**config.mk**
```make
export PLATFORM = sky130hd
export DESIGN_NAME = circuit_encoder8
export DESIGN_NICKNAME = d
export VERILOG_FILES = /design/src/rtl/circuit_encoder8.sv
export SDC_FILE = /design/constraint.sdc
export NUM_CORES = 1
export LEC_CHECK = 0
export BUFFER_PORTS_ARGS = -buffer_cell sky130_fd_sc_hd__buf_2
export CORE_AREA = 2 2 39 41
export DETAILED_ROUTE_END_ITERATION = 6
export DIE_AREA = 0 0 41 43
export SLEW_MARGIN = 20
export SYNTH_ARGS = -nofsm -noshare
export SYNTH_HDL_FRONTEND = slang
export SYNTH_SLANG_ARGS = --single-unit
```
**constraint.sdc**
```tcl
create_clock -name clk -period 0.8 [get_ports clk]
set_clock_uncertainty 0.2 [all_clocks]
set_input_delay 0.04 -clock clk [delete_from_list [all_inputs] [get_ports clk]]
set_output_delay 0.04 -clock clk [all_outputs]
set_load 0.05 [all_outputs]
```
**src/rtl/circuit_encoder8.sv**
```systemverilog
// One-hot to 3-bit binary encoder with registered index, valid and multi-hot flags.
// Multi-hot inputs resolve by fixed priority selected at elaboration time.
module circuit_encoder8 #(
   parameter int unsigned PRIORITY_HIGH = 1
) (
   input  logic clk,
   input  logic rst_n,
   input  logic x1,
   input  logic x2,
   input  logic x3,
   input  logic x4,
   input  logic x5,
   input  logic x6,
   input  logic x7,
   input  logic x8,
   output logic y1,
   output logic y2,
   output logic y3,
   output logic valid,
   output logic multi
);

   logic [7:0] w_sel;
   logic [2:0] w_idx;
   logic       w_valid;
   logic       w_multi;

   logic [2:0] r_idx;
   logic       r_valid;
   logic       r_multi;

   assign w_sel   = {x8, x7, x6, x5, x4, x3, x2, x1};
   assign w_valid = |w_sel;
   // Clearing the lowest set bit leaves something only when two or more bits are set.
   assign w_multi = |(w_sel & (w_sel - 8'd1));

   // The last match in scan order wins, so scan direction sets the priority.
   generate
      if (PRIORITY_HIGH != 0) begin : g_prio_high
         always_comb begin
            w_idx = 3'd0;
            for (int i = 0; i < 8; i++) begin
               if (w_sel[i]) w_idx = 3'(i);
            end
         end
      end else begin : g_prio_low
         always_comb begin
            w_idx = 3'd0;
            for (int i = 7; i >= 0; i--) begin
               if (w_sel[i]) w_idx = 3'(i);
            end
         end
      end
   endgenerate

   always_ff @(posedge clk or negedge rst_n) begin
      if (!rst_n) begin
         r_idx   <= 3'd0;
         r_valid <= 1'b0;
         r_multi <= 1'b0;
      end else begin
         r_idx   <= w_idx;
         r_valid <= w_valid;
         r_multi <= w_multi;
      end
   end

   assign y1    = r_idx[0];
   assign y2    = r_idx[1];
   assign y3    = r_idx[2];
   assign valid = r_valid;
   assign multi = r_multi;

endmodule

```
Word level (Yosys, flattened, before mapping)
Index checks and enable logic that the tools add are counted.

storage, ports and cells
  flip-flop bits (word level) = 5
  bits in latches = 0
  bits in writable memories = 0
  bits in read-only memories = 0
  bits of input ports = 10
  output and inout port bits = 5
  word-level logic and storage cells = 14
  memories = 0

cells by class
  add/sub/neg operators = 1
  multiply operators = 0
  div/mod/pow operators = 0
  order comparisons = 0
  equality and inequality tests = 0
  shifts and indexed selects = 0
  muxes and demuxes = 7
  bitwise logic cells = 1
  reductions and logical operators = 2

operators by type and width
  operator                                           count
  OR reduction 8 bit                                 2
  2-to-1 mux 3 bit                                   5
  AND 8 bit                                          1
  subtractor 8 x 1 -> 8 bit (second input constant)  1
  2-to-1 mux 2 bit                                   1
  2-to-1 mux 1 bit                                   1

Logic depth before layout (Yosys ltp)
  depth after elaboration = 7
  depth in mapped cells = 4
  mapped depth without buffers = 4

Least setup slack after synthesis
OpenSTA, ideal clock, no wires.

  path kind = input port to flip-flop
  start = input port x2
  end = register r_multi (netlist: multi)
  library setup time = 0.131 ns
  arrival = 0.724 ns
  data required time = 0.469 ns
  path slack = -0.255 ns
  stages on the path = 4
  buffers on the path = 0
  path through = nor4_4 > nand2b_1 > a211oi_1 > o32ai_1

between the ends
  cells in the longest elaborated chain, start to end = 3

RTL lines
  element                    line  source
  from (decl)                9     input logic x2,
  subtractor 8 x 1 -> 8 bit  35    assign w_multi = |(w_sel & (w_sel - 8'd1));
  AND 8 bit *                35
  OR reduction 8 bit *       35
  net w_multi                26    logic w_multi;
  to (signal assigned)       64    r_multi <= w_multi;
  to (decl)                  30    logic r_multi;

The timed path passes the listed nets; every way through them passes the cells marked *.

Worst setup path in the final report
  start = register r_idx[2]
  end = output port y3

RTL lines
  element                 line  source
  from (decl)             28    logic [2:0] r_idx;
  from (signal assigned)  62    r_idx <= w_idx;
  to (decl)               18    output logic y3,

No word-level cell between the ends.

==> results by group <==
Worst setup path
  • CP Data Required Time: 560 ps
  • Arr. time, crit path: 780 ps
  • Worst-path cell chain: buf_6
  • CP top delay family: flip-flops
  • Critical-path maximum fanout: 1
  • Worst setup SP type: flip-flop
  • Crit path max-delay cell type: dfrtp_2
  • CP Class: reg -> out
  • Largest stage delay on the critical path: roughly 390 ps
  • WP buf/inv: 1
  • Crit. End Element: output pin

STA
  • Period utilization: 127%
  • Final Max Tran Viols: 0
  • RSZ-0062 raised after global routing: true
  • Fmax: around 980 MHz
  • Worst hold margin: -144 ps
  • Actual slew at the worst max-slew pin: 281 ps
  • Post-layout min period: 1020 ps
  • Final hold vios: 10
  • Slew headroom: 81.1%
  • Final setup fails: 6
  • Setup TNS: -1220 ps
  • Setup ws final: -215 ps

Routing
  • Drt initial violations: 2
  • # DRC: 0
  • Post-DRT Antenna Nets: 0
  • Total Routed Length: 623 um
  • WL/cell: 9.44 um
  • DRT met1 WL: 267 um
  • DR vias: 273
  • Highest metal used: met3
  • Detailed route wirelength on metal2: 288 um
  • Vias per cell: 4.14
  • Met3 wire len: 66 um
  • TritonRoute pass-1 iters: 2

Synth
  • Largest family of logic cells by synthesized area: simple AND/OR/NAND/NOR gates
  • Synth Area in XOR/XNOR: 0%
  • Syn Area/Cell: 9.87 um2
  • Compound-gate portion of the synthesized area: 13.2%
  • Post-synthesis register bit count: 5
  • Cell with the most instances after synthesis: dfrtp_1
  • Sequential fraction of the synthesis area: 48.8%
  • Async set or reset register ratio after synthesis: between 90% and 100%
  • YS warnings: 0
  • Top cell type's share of synthesized area: about half
  • Distinct cell type count after synthesis: 16
  • Simple-Gate Fraction of Synth Area: 32.7%
  • Syn Std Cell Area: 256 um2
  • Synth Instances: 26
  • Leading cell types by count after synthesis: 5 x dfrtp_1, 4 x nor2_1, 2 x nand2_1, 2 x nand2b_1, 2 x nor3_1
  • Post-synth EDFFs: 0
  • Synth Flop Type: dfrtp_1
  • Mux share of post-synthesis cell area: 0%
  • Top cells by area, synth: dfrtp_1 49%, nor4_4 8.3%, nor2_1 5.9%
  • Synth area leader: dfrtp_1
  • Synth Area in Adders: 3.90%
  • Post-synthesis net count: 36

Die
  • Total Die Area: 1760 um2
  • I/O pins: 15
  • Initial Util: around 19%
  • DIE WIDTH: roughly 41 um
  • Row count: 14
  • Core box area: 1380 um2
  • Die Y: between 40 and 50 um

Clock tree
  • Root buffer cell: clkbuf_4
  • Reg clk slew, reported paths: about 40 ps
  • Hold_buf cts: 1
  • CTS Buffer Depth: 2
  • H-tree depth: 1
  • Clock Sink Count: 5
  • CTS tree: built
  • TritonCTS Buffers: 3

Placement
  • Post-Place Setup Slack: -425 ps
  • Gpl congestion: 0.691
  • Port bufs: 14
  • Post-DP HPWL: 476 um

Cells and area
  • Antenna cells: 0
  • Fin nets: 61
  • Share of layout cells above drive strength 1: 58.0%
  • Fillers: 149
  • Synthesis-to-layout area growth: 86.8%
  • Final core occ: 34.6%

Outcome
  • Failing checks: negative hold slack, negative setup slack
  • Outcome: finished with violations

Global routing
  • Global-route wire length before repair: 1010 um
  • Initial antenna violation count: 0
  • GRT Util Overall: 8.97%
  • Vias in the first global route: around 270
  • Gr ovfl total: 0
  • Largest net degree at the start of global routing: 6

Min path
  • Hold Crit Class: in -> reg

Run
  • Max-Cap Viols: 0

Pwr
  • Leakage: 0.195 nW
  • Total chip power: 0.713 mW
  • Max VDD drop: 0.475 mV
  • PwrDens: 1490 nW/um2
[report_power, final]
group / switching [mW] / internal [mW] / total [mW]
clock network: 0.0959 / 0.188 / 0.284
registers: 0.00378 / 0.264 / 0.268
logic: 0.0880 / 0.0739 / 0.162
[through the flow]
| stage | std cells | area, um2 | hold WS [ps] |
|---|---|---|---|
| 2_1_floorplan | 26 | 262 | -456 |
| 3_3_place_gp | 61 | 389 | -344 |
| 3_5_place_dp | 61 | 389 | -343 |
| 4_1_cts | 66 | 469 | -169 |
| 5_1_grt | 66 | 479 | -142 |
| 6_report | 66 | 479 | -144 |
[timing repair]
action | in CTS | in global routing
gates resized for setup | 13 | 2
pin swaps | 0 | 2
endpoints found under the hold margin | 10 | 9
buffers inserted | 0 | 1
setup endpoints to repair | 6 | 8
[state kept, by name (all words and copies together), names as in the netlist]
signal,cells
multi,1
r_idx,3
valid,1
[per-layer routing]
metal,up-vias,track usage [%]
li1,142,-
met1,117,11.4
met2,14,11.3
met3,0,4.71
met4,0,6.00
met5,-,0
[cell families after synthesis]
group,Yosys count
adder cells (fa/ha/maj),1
AND/OR/NAND/NOR,14
buffers and inverters,1
flip-flops,5
AO/OA/AOI/OAI,5
[worst paths after layout]
check,startpoint,to,slack (ps),cells after the start
min,x8,r_idx[0],-140,2
min in group asynchronous,rst_n,multi,-50,2
max,r_idx[2],y3,-220,1
max in group asynchronous,rst_n,r_idx[2],310,2
[area by class of cell]
cell class,count,area (um2),area share (%)
clock buffer,4,26.3,5.48
inverter,1,3.75,0.783
multi-input combinational,20,138,28.7
sequential,5,130,27.2
tap,16,20.0,4.18
timing repair buffer,20,161,33.7
[cells in the final DEF, fill, tap and decap left out, drive strengths merged]
master,instances
buf,19
inv,1
a211oi,1
maj3,1
dlygate4sd3,1
o21ai,1
nand3,1
nand2,2
dfrtp,5
clkbuf,4
nor4,2
nand2b,2
o32ai,1
nor3,2
nor2,4
nor2b,1
a21oi,1
o21bai,1
Power figures use the tool's default switching activity.
